**config.mk**
```make
export PLATFORM = sky130hd
export DESIGN_NAME = c_output_writer_flat
export DESIGN_NICKNAME = d
export VERILOG_FILES = /design/src/rtl/c_output_writer_if.sv /design/src/rtl/c_output_writer.sv /design/src/flat_wrapper.sv
export SDC_FILE = /design/constraint.sdc
export NUM_CORES = 1
export LEC_CHECK = 0
export CAP_MARGIN = 20
export CORE_MARGIN = 8
export CORE_UTILIZATION = 42
export CTS_CLUSTER_DIAMETER = 120
export CTS_CLUSTER_SIZE = 14
export DETAILED_ROUTE_END_ITERATION = 8
export GPL_TIMING_DRIVEN = 0
export PLACE_DENSITY_LB_ADDON = 0.08
export SLEW_MARGIN = 20
export SYNTH_ARGS = -nofsm -noshare
export SYNTH_HDL_FRONTEND = slang
export SYNTH_SLANG_ARGS = --single-unit
export TNS_END_PERCENT = 5
```
**constraint.sdc**
```tcl
create_clock -name clk -period 7.52 [get_ports clk]
set_input_delay 1.504 -clock clk [delete_from_list [all_inputs] [get_ports clk]]
set_output_delay 1.504 -clock clk [all_outputs]
set_load 0.02 [all_outputs]
```
**src/rtl/c_output_writer_if.sv**
```systemverilog
// Handshake bundle between controller, processor, C memory and the
// per-processor output writer.
interface c_output_writer_if #(
  parameter int N                            = 4,
  parameter int PARALLEL_DATA_STREAMING_SIZE = 4,
  parameter int OUT_WIDTH                    = 32,
  parameter int MEMORY_ADDRESS_BITS          = 64,
  parameter int LEN_BITS                     = 13
);
  logic                           c_address_valid;
  logic                           c_address_ready;
  logic [MEMORY_ADDRESS_BITS-1:0] c_address_input;
  logic [LEN_BITS-1:0]            matrix_length_input;
  logic                           proc_valid;
  logic                           proc_ready;
  logic [OUT_WIDTH-1:0]           proc_data [N];
  logic                           mem_write_valid;
  logic                           mem_write_ready;
  logic [MEMORY_ADDRESS_BITS-1:0] mem_write_addr;
  logic [OUT_WIDTH-1:0]           mem_write_data [PARALLEL_DATA_STREAMING_SIZE];
  logic                           tile_done;

  modport master (
    output c_address_valid, c_address_input, matrix_length_input,
    output proc_valid, proc_data, mem_write_ready,
    input  c_address_ready, proc_ready, mem_write_valid,
    input  mem_write_addr, mem_write_data, tile_done
  );

  modport slave (
    input  c_address_valid, c_address_input, matrix_length_input,
    input  proc_valid, proc_data, mem_write_ready,
    output c_address_ready, proc_ready, mem_write_valid,
    output mem_write_addr, mem_write_data, tile_done
  );
endinterface

```
**src/rtl/c_output_writer.sv**
```systemverilog
// Per-processor C tile writer: latches a tile base/stride, takes N result
// rows and streams each row to memory in P-element beats.
module c_output_writer #(
  parameter int DATA_WIDTH                   = 8,
  parameter int N                            = 4,
  parameter int MEMORY_ADDRESS_BITS          = 64,
  parameter int PARALLEL_DATA_STREAMING_SIZE = 4,
  parameter int MAX_MATRIX_LENGTH            = 4096,
  parameter int MULTIPLY_DATA_WIDTH          = 2*DATA_WIDTH,
  parameter int ACCUM_DATA_WIDTH             = 16,
  parameter int OUT_WIDTH                    = MULTIPLY_DATA_WIDTH+ACCUM_DATA_WIDTH,
  parameter int ELEM_BYTES                   = OUT_WIDTH/8
) (
  input logic             clk,
  input logic             reset,
  c_output_writer_if.slave bus
);
  localparam int P      = PARALLEL_DATA_STREAMING_SIZE;
  localparam int AW     = MEMORY_ADDRESS_BITS;
  localparam int BEATS  = N / P;
  localparam int ROW_W  = (N > 1) ? $clog2(N) : 1;
  localparam int BEAT_W = (BEATS > 1) ? $clog2(BEATS) : 1;
  localparam int LEN_W  = $clog2(MAX_MATRIX_LENGTH+1);

  typedef enum logic [1:0] {
    S_IDLE     = 2'd0,
    S_WAIT_ROW = 2'd1,
    S_WRITE    = 2'd2
  } state_t;

  state_t               r_state;
  state_t               w_next;
  logic [AW-1:0]        r_base;
  logic [AW-1:0]        r_stride;
  logic [ROW_W-1:0]     r_row;
  logic [BEAT_W-1:0]    r_beat;
  logic [OUT_WIDTH-1:0] r_rowbuf [N];
  logic                 r_done;

  logic                 w_addr_hs;
  logic                 w_row_hs;
  logic                 w_beat_hs;
  logic                 w_last_beat;
  logic                 w_last_row;
  logic [LEN_W-1:0]     w_len;
  logic [AW-1:0]        w_row_off;
  logic [AW-1:0]        w_beat_off;
  logic [OUT_WIDTH-1:0] w_data [P];

  assign w_len       = bus.matrix_length_input;
  assign w_addr_hs   = bus.c_address_valid && (r_state == S_IDLE);
  assign w_row_hs    = bus.proc_valid && (r_state == S_WAIT_ROW);
  assign w_beat_hs   = bus.mem_write_ready && (r_state == S_WRITE);
  assign w_last_beat = (r_beat == BEAT_W'(BEATS-1));
  assign w_last_row  = (r_row == ROW_W'(N-1));

  // State register
  always_ff @(posedge clk or posedge reset) begin
    if (reset) r_state <= S_IDLE;
    else       r_state <= w_next;
  end

  // Next-state: idle -> wait row -> write beats -> next row or idle
  always_comb begin
    w_next = r_state;
    unique case (r_state)
      S_IDLE:     if (w_addr_hs) w_next = S_WAIT_ROW;
      S_WAIT_ROW: if (w_row_hs)  w_next = S_WRITE;
      S_WRITE: begin
        if (w_beat_hs && w_last_beat)
          w_next = w_last_row ? S_IDLE : S_WAIT_ROW;
      end
      default:    w_next = S_IDLE;
    endcase
  end

  // Latch tile base and byte stride of one C row
  always_ff @(posedge clk or posedge reset) begin
    if (reset) begin
      r_base   <= '0;
      r_stride <= '0;
    end else if (w_addr_hs) begin
      r_base   <= bus.c_address_input;
      r_stride <= AW'(w_len) * AW'(ELEM_BYTES);
    end
  end

  // Row and beat counters
  always_ff @(posedge clk or posedge reset) begin
    if (reset) begin
      r_row  <= '0;
      r_beat <= '0;
    end else if (w_addr_hs) begin
      r_row  <= '0;
      r_beat <= '0;
    end else if (w_beat_hs) begin
      if (w_last_beat) begin
        r_beat <= '0;
        if (!w_last_row) r_row <= r_row + 1'b1;
      end else begin
        r_beat <= r_beat + 1'b1;
      end
    end
  end

  // Capture one result row from the processor
  always_ff @(posedge clk or posedge reset) begin
    if (reset) begin
      for (int i = 0; i < N; i++) r_rowbuf[i] <= '0;
    end else if (w_row_hs) begin
      for (int i = 0; i < N; i++) r_rowbuf[i] <= bus.proc_data[i];
    end
  end

  // Completion pulse one cycle after the final beat is accepted
  always_ff @(posedge clk or posedge reset) begin
    if (reset) r_done <= 1'b0;
    else       r_done <= w_beat_hs && w_last_beat && w_last_row;
  end

  assign w_row_off  = AW'(r_row) * r_stride;
  assign w_beat_off = AW'(r_beat) * AW'(P*ELEM_BYTES);

  // Select the P elements of the current beat; zero when not writing
  always_comb begin
    for (int k = 0; k < P; k++) begin
      w_data[k] = '0;
      if (r_state == S_WRITE) begin
        for (int b = 0; b < BEATS; b++)
          if (r_beat == BEAT_W'(b)) w_data[k] = r_rowbuf[b*P+k];
      end
    end
  end

  assign bus.c_address_ready = (r_state == S_IDLE);
  assign bus.proc_ready      = (r_state == S_WAIT_ROW);
  assign bus.mem_write_valid = (r_state == S_WRITE);
  assign bus.mem_write_addr  = (r_state == S_WRITE) ?
                               (r_base + w_row_off + w_beat_off) : '0;
  assign bus.mem_write_data  = w_data;
  assign bus.tile_done       = r_done;
endmodule

```
**src/flat_wrapper.sv**
```systemverilog
// flat-port wrapper written by rule: the top's interface ports become plain ports
module c_output_writer_flat 
#(
  parameter int DATA_WIDTH                   = 8,
  parameter int N                            = 4,
  parameter int MEMORY_ADDRESS_BITS          = 64,
  parameter int PARALLEL_DATA_STREAMING_SIZE = 4,
  parameter int MAX_MATRIX_LENGTH            = 4096,
  parameter int MULTIPLY_DATA_WIDTH          = 2*DATA_WIDTH,
  parameter int ACCUM_DATA_WIDTH             = 16,
  parameter int OUT_WIDTH                    = MULTIPLY_DATA_WIDTH+ACCUM_DATA_WIDTH,
  parameter int ELEM_BYTES                   = OUT_WIDTH/8
)
  (clk, reset, bus_c_address_valid, bus_c_address_input, bus_matrix_length_input, bus_proc_valid, bus_proc_data, bus_mem_write_ready, bus_c_address_ready, bus_proc_ready, bus_mem_write_valid, bus_mem_write_addr, bus_mem_write_data, bus_tile_done);
  c_output_writer_if #(.N(N), .PARALLEL_DATA_STREAMING_SIZE(PARALLEL_DATA_STREAMING_SIZE), .OUT_WIDTH(OUT_WIDTH), .MEMORY_ADDRESS_BITS(MEMORY_ADDRESS_BITS), .LEN_BITS(13)) bus_i ();
  input logic clk;
  input logic reset;
  input wire logic [$bits(bus_i.c_address_valid)-1:0] bus_c_address_valid;
  input wire logic [$bits(bus_i.c_address_input)-1:0] bus_c_address_input;
  input wire logic [$bits(bus_i.matrix_length_input)-1:0] bus_matrix_length_input;
  input wire logic [$bits(bus_i.proc_valid)-1:0] bus_proc_valid;
  input wire logic [$bits(bus_i.proc_data)-1:0] bus_proc_data;
  input wire logic [$bits(bus_i.mem_write_ready)-1:0] bus_mem_write_ready;
  output wire logic [$bits(bus_i.c_address_ready)-1:0] bus_c_address_ready;
  output wire logic [$bits(bus_i.proc_ready)-1:0] bus_proc_ready;
  output wire logic [$bits(bus_i.mem_write_valid)-1:0] bus_mem_write_valid;
  output wire logic [$bits(bus_i.mem_write_addr)-1:0] bus_mem_write_addr;
  output wire logic [$bits(bus_i.mem_write_data)-1:0] bus_mem_write_data;
  output wire logic [$bits(bus_i.tile_done)-1:0] bus_tile_done;
  assign bus_i.c_address_valid = bus_c_address_valid;
  assign bus_i.c_address_input = bus_c_address_input;
  assign bus_i.matrix_length_input = bus_matrix_length_input;
  assign bus_i.proc_valid = bus_proc_valid;
  assign bus_i.proc_data = {>>{bus_proc_data}};
  assign bus_i.mem_write_ready = bus_mem_write_ready;
  assign bus_c_address_ready = bus_i.c_address_ready;
  assign bus_proc_ready = bus_i.proc_ready;
  assign bus_mem_write_valid = bus_i.mem_write_valid;
  assign bus_mem_write_addr = bus_i.mem_write_addr;
  assign bus_mem_write_data = {>>{bus_i.mem_write_data}};
  assign bus_tile_done = bus_i.tile_done;
  c_output_writer #(.DATA_WIDTH(DATA_WIDTH), .N(N), .MEMORY_ADDRESS_BITS(MEMORY_ADDRESS_BITS), .PARALLEL_DATA_STREAMING_SIZE(PARALLEL_DATA_STREAMING_SIZE), .MAX_MATRIX_LENGTH(MAX_MATRIX_LENGTH), .MULTIPLY_DATA_WIDTH(MULTIPLY_DATA_WIDTH), .ACCUM_DATA_WIDTH(ACCUM_DATA_WIDTH), .OUT_WIDTH(OUT_WIDTH), .ELEM_BYTES(ELEM_BYTES)) u_core (.clk(clk), .reset(reset), .bus(bus_i));
endmodule
```
==> results of run 1 <==
[per-layer routing]
metal / part of all wire / GRT usage
met3: 0.10 / 0.0923
met1: 0.38 / 0.250
met2: 0.49 / 0.385
met4: 0.027 / 0.0672
met5: 0.00089 / 0
[Yosys cell counts (4+ instances only)]
master,n
clkbuf_1,50
a21oi_1,39
mux2_2,200
nand2b_1,4
nand4_1,9
and2_1,163
o31ai_1,5
nor2_1,55
or3_1,12
nor4_1,7
xnor2_1,37
nand2_1,35
inv_1,16
xor2_1,12
o21a_1,11
nand3_1,12
nor2b_1,7
nor4_2,5
nor3_1,11
o21ai_0,35
or4_1,6
buf_2,5
and3_1,4
a21o_1,7
and4_1,4
dfrtp_1,210
ha_1,43
[stage by stage]
stage	total power, mW	cell area [µm²]	hold slack [ns]	TNS, ns
after floorplan	3.94	11600	0.465	0
after global placement	5.05	16100	0.479	-639.48
after detailed placement	5.12	16100	0.485	-2.49
after CTS	6.00	16700	0.500	0
after global routing	6.35	16700	0.504	-0.398
final	5.93	16700	0.495	0
[layout make-up]
class	instances	area, µm²	share of cell area
tap	346	433	0.0259
timing repair buffer	409	4100	0.246
multi-input combinational	759	6080	0.364
buffer	58	260	0.0156
inverter	16	67.6	0.00405
clock inverter	1	30.0	0.00180
clock buffer	18	450	0.0270
sequential	210	5260	0.315
antenna	5	12.5	0.000749
[worst max-delay path: cells and delay by family (launching register included)]
| kind | cells | cell delay [ns] |
|---|---|---|
| buffers and inverters | 3 | 0.78 |
| XOR/XNOR | 1 | 0.23 |
| AO/OA/AOI/OAI | 9 | 1.79 |
| adder cells (fa/ha/maj) | 4 | 1.32 |
| AND/OR/NAND/NOR | 4 | 0.70 |
| flip-flops | 1 | 0.45 |
[registers in the layout (all words and copies together) (netlist names)]
name,flops
u_core.r_rowbuf,128
u_core.r_base,64
u_core.r_stride,13
u_core.r_row,2
u_core.r_state,2
u_core.bus.tile_done,1
[final timing paths]
path,start,to,slack [ns],cells past startpoint
min,u_core.r_rowbuf[25]$_DFFE_PP0P_,u_core.r_rowbuf[25]$_DFFE_PP0P_,0.50,1
max,u_core.r_row[1]$_DFFE_PP0P_,bus_mem_write_addr[49],0.20,21
min reg2reg,u_core.r_rowbuf[25]$_DFFE_PP0P_,u_core.r_rowbuf[25]$_DFFE_PP0P_,0.50,1
max reg2reg,u_core.r_state[1]$_DFFE_PP0P_,u_core.r_base[0]$_DFFE_PP0P_,5.07,5
max in group asynchronous,reset,u_core.r_row[0]$_DFFE_PP0P_,4.95,4
min in group asynchronous,reset,u_core.r_rowbuf[48]$_DFFE_PP0P_,1.39,2
[cell families (layout without fill, tap and decap cells)]
kind of cell | count (synthesis) | count (layout)
AOI/OAI and AO/OA | 118 | 118
xor gates and xnor gates | 49 | 49
adders and majority gates | 45 | 45
buffers and inverters | 75 | 502
DFF | 210 | 210
muxes | 201 | 201
other | 0 | 5
and+or+nand+nor | 346 | 346
[what timing repair did]
item / 4_1_cts / 5_1_grt
gates resized for setup: 74 / 32
buffers inserted: 1 / 0
setup endpoints to repair: 44 / 46
pin swaps: 2 / 2
cloned: 1 / 0
[power breakdown]
group          internal (mW)  switching, mW  leakage, nW
Sequential              1.71          0.369         2.48
Combinational           1.52           1.49         4.33
Clock                  0.431          0.418        0.233
==> metrics.csv, run 1 <==
stage,metric,value,unit
outcome,run_status,"finished, final reports clean",
cells_and_area,final_core_utilization,0.608,
worst_hold_path,hold_path.class,reg -> reg,
place,gp_congestion,0.852,
critical_path,max_stage_delay,0.45,ns
critical_path,cp_max_fo,10,
detailed_routing,drtIter0Drc,432,
synthesis,synth.area.mux_share,0.195,
detailed_routing,dr.pass1.iters,5,
timing,grt_setup_unrepaired,true,
synthesis,yosys_warnings,0,
cells_and_area,areaGrowthSynthToFinish,44.1,%
power_and_ir_drop,vdd_ir_drop_max,0.212,mV
detailed_routing,via_per_inst,5.16,
timing,worstMarginPinSlew,0.847,ns
synthesis,ys_async_sr_fraction,1.00,
detailed_routing,wl_per_cell,20.9,µm
die,die-area,33200,µm²
place,post-place-cells,1797,
power_and_ir_drop,power.leakage,7.04,nW
cells_and_area,fin_cells,1822,
grt,grt_max_degree,98,
clocking,clock_path_buffers,3,
detailed_routing,drt_wl_total,38100,µm
critical_path,worstPathRequired,6.02,ns
clocking,clk_pin_slew_worst_paths,0.07,ns
timing,max_freq,137,MHz
critical_path,cp-start-kind,flop,
place,place_ws,-0.247,ns
power_and_ir_drop,p_per_area,355,nW/µm²
synthesis,synth_nets,1299,
die,fp-row-count,61,
timing,setup_viol,0,
clocking,clk-insertion-delay-late,0.51,ns
place,port_buffers,405,
die,fp.dieH,182,µm
detailed_routing,drc,0,
synthesis,yosys.area_share.simple,0.176,
synthesis,yosys.area.top_type,dfrtp_1,
clocking,h-tree-depth,1,
grt,grt_util_all_layers,0.224,
die,core,27500,µm²
critical_path,critPathCaptureType,output pin,
cells_and_area,nFillCells,2375,
job,maxCapViolCount,0,
synthesis,yosysSeqAreaShare,0.453,
critical_path,path_cells,"clkbuf_4, and2_1, ha_1, fa_1, a21o_1, a21oi_2, nor2b_1, o221a_2, o21ai_1, a21oi_1, xnor2_1, ha_1, ha_2, nand4_1, a211o_1, a21oi_4, o211ai_1, clkbuf_4, or3_1, a21oi_1, clkdlybuf4s15_1",
synthesis,ys_ff_latch,210,
synthesis,synth-compound-area-share,0.0621,
timing,timing.final.crit_share,0.974,
detailed_routing,dr_total_vias,9396,
die,io_pins,406,
critical_path,cp.arrival,5.82,ns
critical_path,path_class,reg -> out,
timing,slew-limit-headroom,0.435,
clocking,cts.sinks,210,
synthesis,synth-edff-count,0,
synthesis,syn_inst,1044,
cells_and_area,final_nets,1727,
cells_and_area,final_common_cell,clkdlybuf4s50_1,
synthesis,yosysUniqueCellTypes,56,
synthesis,yosys-top-cells-area,"dfrtp_1 45%, mux2_2 19%, and2_1 8.8%, ha_1 4.6%, xnor2_1 2.8%",
die,initial_utilization,0.422,
detailed_routing,antenna_left,0,
synthesis,netlist.area_leader.share,0.453,
critical_path,slowest_stage,dfrtp_2,
die,fp.dieW,182,µm
clocking,cts_buffers,18,
timing,slew_viol_final,0,
cells_and_area,layout_common_cells,"362 x clkdlybuf4s50_1, 208 x dfrtp_1, 200 x mux2_2",
timing,finalClockSkew,0.0203,ns
grt,grt_first_pass_wirelength,58100,µm
synthesis,syn_area,11600,µm²
clocking,cts-hold-fix-buffers,0,
synthesis,synthXorXnorAreaFrac,0.0370,
timing,setup_slack,0.196,ns
synthesis,synthFlopType,dfrtp_1,
cells_and_area,drive_gt1_frac,0.188,
grt,overflow,0,
synthesis,syn_area_per_cell,11.1,µm²
clocking,cts-root-buf,clkbuf_16,
synthesis,synth_top_family_by_area,multiplexers,
synthesis,yosys.area_share.adder,0.0499,
clocking,cts_tree,done,
grt,grt_pass1_vias,10000,
place,dpl.hpwl,29900,µm
grt,antenna_found_initial,8,
timing,fin_crit,7.32,ns
timing,hold_violations,0,
Power figures use the tool's default switching activity.
==> inputs of run 2 (changes only) <==
- CAP_MARGIN: 20 -> 40
==> run 2 against run 1 <==
  * Critical path depth is the same
  * Hold slack is the same
  * Global-route usage stayed put
  * Sequential power about the same
  * Clock-buffer cell count stayed put
  * Worst setup slack worse by 0.0026 ns
  * Sequential share of layout area about the same
  * Non-clock buffer count rose by 1
  * Final area barely moved
  * Final cell count barely moved
  * Critical path type unchanged
  * Largest power group unchanged
  * Highest routed layer unchanged
==> metrics.csv, run 2 (synthesized netlist as in run 1, its figures left out) <==
stage,metric,value,unit,change
outcome,run_status,"finished, final reports clean",,
critical_path,cp.arrival,5.82,ns,about the same
cells_and_area,largest_reg_flops,128,,unchanged
critical_path,r2r-end,u_core.r_base[0]$_DFFE_PP0P_,,
detailed_routing,dr.pass1.iters,7,,+2
detailed_routing,antenna_left,0,,unchanged
job,maxCapViolCount,0,,unchanged
timing,hold_violations,0,,unchanged
timing,slew_viol_final,0,,unchanged
clocking,h-tree-depth,1,,unchanged
die,die-area,33200,µm²,unchanged
place,post-place-cells,1797,,unchanged
clocking,clock_path_buffers,3,,unchanged
power_and_ir_drop,vdd_ir_drop_max,0.212,mV,about the same
critical_path,path_class,reg -> out,,
die,initial_utilization,0.422,,unchanged
grt,grt_max_degree,98,,unchanged
grt,overflow,0,,unchanged
clocking,cts_tree,done,,
detailed_routing,drc,0,,unchanged
cells_and_area,regMostFlops,u_core.r_rowbuf,,
detailed_routing,dr_total_vias,9369,,-0.29%
timing,fin_crit,7.33,ns,+0.00265 ns
clocking,cts_buffers,18,,unchanged
cells_and_area,final_nets,1728,,+0.058%
cells_and_area,final_core_utilization,0.608,,about the same
power_and_ir_drop,power.leakage,7.05,nW,about the same
timing,finalClockSkew,0.0195,ns,-0.000765 ns
critical_path,slowest_stage,dfrtp_2,,
place,port_buffers,405,,unchanged
worst_hold_path,worstHoldEndpoint,u_core.r_rowbuf[25]$_DFFE_PP0P_,,
critical_path,path_cells,"clkbuf_4, and2_1, ha_1, fa_1, a21o_1, a21oi_2, nor2b_1, o221a_2, o21ai_1, a21oi_1, xnor2_1, ha_1, ha_2, nand4_1, a211o_1, a21oi_4, o211ai_1, clkbuf_4, or3_1, a21oi_1, clkdlybuf4s15_1",,
worst_hold_path,hold_path.class,reg -> reg,,
die,fp.dieW,182,µm,unchanged
timing,grt_setup_unrepaired,true,,
timing,setup_viol,0,,unchanged
clocking,clk_pin_slew_worst_paths,0.07,ns,about the same
critical_path,worstPathRequired,6.02,ns,about the same
detailed_routing,wl_per_cell,20.9,µm,-0.11%
timing,timing.final.crit_share,0.974,,about the same
timing,finalSetupTns,0,ns,unchanged
die,io_pins,406,,unchanged
cells_and_area,fin_cells,1823,,+0.055%
grt,grt_pass1_vias,10000,,unchanged
die,fp-row-count,61,,unchanged
critical_path,reg2reg_slack,5.09,ns,+0.02 ns
critical_path,reg2reg_depth,5,,unchanged
cells_and_area,nFillCells,2373,,-0.084%
worst_hold_path,hold_depth,1,,unchanged
timing,max_freq,136,MHz,about the same
clocking,cts.sinks,210,,unchanged
clocking,cts-root-buf,clkbuf_16,,
cells_and_area,final_common_cell,clkdlybuf4s50_1,,
timing,slew-limit-headroom,0.431,,-0.00448
critical_path,r2r_start,u_core.r_state[1]$_DFFE_PP0P_,,
critical_path,cp_num_buf_inv,3,,unchanged
critical_path,cp_max_fo,10,,unchanged
cells_and_area,multi_input_area,6080,µm²,unchanged
detailed_routing,drt_wl_total,38100,µm,about the same
cells_and_area,reg_top3,"u_core.r_rowbuf: 128 flops, u_core.r_base: 64 flops, u_core.r_stride: 13 flops",,
clocking,clk-insertion-delay-late,0.51,ns,about the same
critical_path,cp_top_family,compound AO/OA/AOI/OAI gates,,
die,fp.dieH,182,µm,unchanged
critical_path,cp-start-kind,flop,,
detailed_routing,via_per_inst,5.14,,-0.34%
power_and_ir_drop,p_per_area,355,nW/µm²,about the same
grt,grt_util_all_layers,0.224,,unchanged
critical_path,critPathCaptureType,output pin,,
detailed_routing,drtIter0Drc,434,,+0.46%
place,dpl.hpwl,29900,µm,unchanged
cells_and_area,areaGrowthSynthToFinish,44.2,%,about the same
critical_path,max_stage_delay,0.45,ns,about the same
grt,grt_first_pass_wirelength,58100,µm,unchanged
grt,antenna_found_initial,8,,unchanged
place,gp_congestion,0.852,,unchanged
timing,worstMarginPinSlew,0.854,ns,+0.00672 ns
clocking,cts-hold-fix-buffers,0,,unchanged
worst_hold_path,worstHoldStart,u_core.r_rowbuf[25]$_DFFE_PP0P_,,
cells_and_area,regArea,5260,µm²,unchanged
die,core,27500,µm²,unchanged
cells_and_area,layout_common_cells,"362 x clkdlybuf4s50_1, 208 x dfrtp_1, 200 x mux2_2",,
cells_and_area,drive_gt1_frac,0.189,,+0.000551
[run 2: worst max path at each step]
stage | to | from | depth (start not counted) | slack [ns]
2_1_floorplan | u_core.bus.tile_done$_DFF_PP0_ | reset | 1 | 0.28
3_3_place_gp | u_core.r_stride[9]$_DFFE_PP0P_ | reset | 2 | -3.06
3_5_place_dp | bus_mem_write_addr[26] | u_core.r_row[0]$_DFFE_PP0P_ | 22 | -0.25
4_1_cts | bus_mem_write_addr[32] | u_core.r_row[1]$_DFFE_PP0P_ | 23 | 0.009
5_1_grt | bus_mem_write_addr[49] | u_core.r_row[1]$_DFFE_PP0P_ | 21 | -0.14
6_report | bus_mem_write_addr[49] | u_core.r_row[1]$_DFFE_PP0P_ | 21 | 0.19
[run 2: timing repair]
item | in CTS | in global routing
endpoints found under the hold margin | 0 | 0
setup buffers | 1 | 0
gates cloned | 1 | 0
pin swaps | 2 | 2
setup endpoints to repair | 44 | 46
resized for setup | 74 | 32
[run 2: layer usage]
metal	part of all wire	global-route usage
met1	0.38	0.250
met2	0.49	0.385
met3	0.10	0.0923
met4	0.027	0.0672
met5	0.00089	0
[run 2: cell type report]
class	instances	share of cell area
Multi-Input combinational cell	759	0.364
Sequential cell	210	0.315
Timing Repair Buffer	410	0.246
Clock buffer	18	0.0270
Tap cell	346	0.0259
Buffer	58	0.0156
Inverter	16	0.00404
Clock inverter	1	0.00180
Antenna cell	5	0.000749
[run 2: through the flow]
step | power (mW) | worst slack, ns | hold WS (ns) | area [µm²]
2_1_floorplan | 3.94 | 0.278 | 0.465 | 11600
6_report | 5.94 | 0.194 | 0.495 | 16700
4_1_cts | 6.00 | 0.00941 | 0.500 | 16700
3_3_place_gp | 5.05 | -3.06 | 0.479 | 16100
5_1_grt | 6.35 | -0.144 | 0.504 | 16700
3_5_place_dp | 5.12 | -0.247 | 0.485 | 16100
[run 2: report_power, final]
part	internal [mW]	switching [mW]
clock network	0.431	0.418
registers	1.71	0.368
logic	1.52	1.49
==> inputs of run 3 (changes only) <==
- SLEW_MARGIN: 20 -> 10
==> run 3 against run 2 <==
  * Register-to-register slack is essentially flat
  * Global-route usage is essentially flat
  * Fmax shrank 1.0%
  * Utilization shrank 0.28 points
  * Via count is essentially flat
  * First-iteration DRC count grew 1.8%
  * Clock skew grew 0.0089 ns
  * Combinational power is essentially flat
  * Clock power is essentially flat
==> metrics.csv, run 3 (synthesized netlist as in run 1, its figures left out) <==
stage,metric,value,unit,change
timing,timing.final.crit_share,0.984,,+0.0101
critical_path,slowest_stage,clkdlybuf4s50_1,,
die,core,27500,µm²,unchanged
place,placed_cell_area,16100,µm²,unchanged
power_and_ir_drop,power.leakage,7.03,nW,-0.18%
detailed_routing,dr.pass1.iters,5,,-2
timing,worstMarginPinSlew,0.851,ns,-0.00237 ns
grt,antenna_found_initial,7,,-1
cells_and_area,areaGrowthSynthToFinish,43.5,%,
detailed_routing,dr_total_vias,9373,,+0.043%
timing,grt_setup_unrepaired,true,,
place,place_ws,-0.255,ns,-0.00885 ns
critical_path,critPathCaptureType,output pin,,
critical_path,path_class,reg -> out,,
timing,fin_crit,7.40,ns,+0.0758 ns
detailed_routing,drtIter0Drc,442,,+1.8%
clocking,cts_tree,done,,
clocking,clk-insertion-delay-late,0.52,ns,about the same
critical_path,cp_num_buf_inv,3,,unchanged
die,initial_utilization,0.422,,unchanged
cells_and_area,fin_cells,1822,,-0.055%
place,port_buffers,405,,unchanged
detailed_routing,antenna_left,0,,unchanged
job,maxCapViolCount,0,,unchanged
die,die-area,33200,µm²,unchanged
grt,grt_max_degree,98,,unchanged
die,fp-row-count,61,,unchanged
timing,whs,0.495,ns,-0.000246 ns
cells_and_area,design_area,16600,µm²,-0.46%
critical_path,max_stage_delay,0.62,ns,+0.17 ns
cells_and_area,reg_top3,"u_core.r_rowbuf: 128 flops, u_core.r_base: 64 flops, u_core.r_stride: 13 flops",,
critical_path,path_cells,"clkbuf_4, and2_1, ha_1, fa_1, a21o_1, a21oi_2, nor2b_1, o221a_2, o21ai_1, nor2b_1, xnor2_1, ha_1, ha_2, nand4_1, a211o_1, a21oi_4, o211ai_1, clkbuf_4, xor2_1, nor2_1, clkdlybuf4s50_1",,
timing,setup_slack,0.118,ns,-0.0758 ns
timing,slew-limit-headroom,0.432,,+0.00158
critical_path,cp_max_fo,10,,unchanged
power_and_ir_drop,p_per_area,356,nW/µm²,+0.27%
grt,grt_util_all_layers,0.224,,about the same
critical_path,cp-start-kind,flop,,
clocking,h-tree-depth,1,,unchanged
timing,setup_viol,0,,unchanged
cells_and_area,regMostFlops,u_core.r_rowbuf,,
die,fp.dieW,182,µm,unchanged
worst_hold_path,hold_path.class,reg -> reg,,
place,gp_congestion,0.852,,unchanged
timing,hold_violations,0,,unchanged
timing,max_freq,135,MHz,-1.0%
clocking,clock_path_buffers,3,,unchanged
critical_path,worstPathRequired,6.02,ns,about the same
clocking,cts-root-buf,clkbuf_16,,
power_and_ir_drop,vdd_ir_drop_max,0.236,mV,+11%
cells_and_area,nFillCells,2348,,-1.1%
cells_and_area,largest_reg_flops,128,,unchanged
critical_path,cp_top_family,compound AO/OA/AOI/OAI gates,,
timing,slew_viol_final,0,,unchanged
place,post-place-cells,1797,,unchanged
detailed_routing,drt_wl_total,38200,µm,+0.13%
critical_path,cp.arrival,5.90,ns,+0.08 ns
cells_and_area,final_common_cell,clkdlybuf4s50_1,,
place,dpl.hpwl,30000,µm,+0.16%
timing,finalClockSkew,0.0285,ns,+0.00893 ns
detailed_routing,via_per_inst,5.14,,about the same
grt,grt_first_pass_wirelength,57900,µm,-0.32%
power_and_ir_drop,power.total,5.93,mW,-0.19%
die,fp.dieH,182,µm,unchanged
cells_and_area,final_nets,1727,,-0.058%
grt,grt_pass1_vias,9985,,-0.29%
die,io_pins,406,,unchanged
clocking,cts.sinks,210,,unchanged
detailed_routing,drc,0,,unchanged
grt,overflow,0,,unchanged
clocking,cts_buffers,18,,unchanged
cells_and_area,layout_common_cells,"363 x clkdlybuf4s50_1, 208 x dfrtp_1, 200 x mux2_2",,
cells_and_area,drive_gt1_frac,0.190,,+0.00149
detailed_routing,wl_per_cell,20.9,µm,+0.18%
outcome,run_status,"finished, final reports clean",,
clocking,clk_pin_slew_worst_paths,0.07,ns,about the same
==> run 3: cell types whose count changed in the layout (fill, tap and decap cells not counted) <==
cell / change
dlygate4sd2_1: +2
buf_4: +1
clkbuf_2: +9
dlymetal6s2s_1: -1
clkdlybuf4s50_1: +1
buf_6: -2
a21oi_1: -2
clkdlybuf4s15_1: -3
a21oi_4: -1
a21oi_2: +3
clkdlybuf4s15_2: -9
clkdlybuf4s18_2: +1
==> run 3: layer usage <==
layer | GRT usage | routed length (µm) | up-vias
li1 | - | - | 4474
met1 | 0.248 | 14600 | 4526
met2 | 0.385 | 18600 | 313
met3 | 0.0947 | 3880 | 56
met4 | 0.0682 | 1060 | 4
met5 | 0 | 27 | -
==> run 3: final timing paths <==
| check | from | end | slack, ns | cells after the start |
|---|---|---|---|---|
| setup / recovery | u_core.r_row[1]$_DFFE_PP0P_ | bus_mem_write_addr[43] | 0.12 | 21 |
| hold / removal | u_core.r_rowbuf[25]$_DFFE_PP0P_ | u_core.r_rowbuf[25]$_DFFE_PP0P_ | 0.50 | 1 |
| setup reg to reg | u_core.r_state[1]$_DFFE_PP0P_ | u_core.r_base[7]$_DFFE_PP0P_ | 5.08 | 5 |
| hold reg to reg | u_core.r_rowbuf[25]$_DFFE_PP0P_ | u_core.r_rowbuf[25]$_DFFE_PP0P_ | 0.50 | 1 |
| max in group asynchronous | reset | u_core.r_row[0]$_DFFE_PP0P_ | 4.92 | 4 |
| min in group asynchronous | reset | u_core.r_rowbuf[48]$_DFFE_PP0P_ | 1.38 | 2 |
==> run 3: final cells by class <==
| cell class | instances | area (µm²) | share of cell area |
|---|---|---|---|
| clock inverter | 1 | 30.0 | 0.00181 |
| antenna | 5 | 12.5 | 0.000752 |
| tap | 346 | 433 | 0.0260 |
| timing repair buffer | 409 | 4040 | 0.243 |
| clock buffer | 18 | 450 | 0.0271 |
| buffer | 58 | 256 | 0.0154 |
| inverter | 16 | 67.6 | 0.00406 |
| multi-input combinational | 759 | 6080 | 0.366 |
| sequential | 210 | 5260 | 0.316 |
==> run 3: stage by stage <==
step,TNS (ns),utilization
2_1_floorplan,0,-
3_3_place_gp,-639.48,0.585
3_5_place_dp,-2.41,0.587
4_1_cts,0,0.606
5_1_grt,-0.237,0.605
6_report,0,0.605
==> run 3: repair_timing <==
action	CTS	global route
pin swaps	2	1
setup buffers	1	0
setup endpoints to repair	44	42
hold buffers	0	0
resized for setup	62	44
gates cloned	1	0
==> run 3: where the power goes <==
group	internal (mW)	switching [mW]
combinational	1.51	1.49
sequential	1.71	0.367
clock	0.431	0.421
total	3.65	2.28
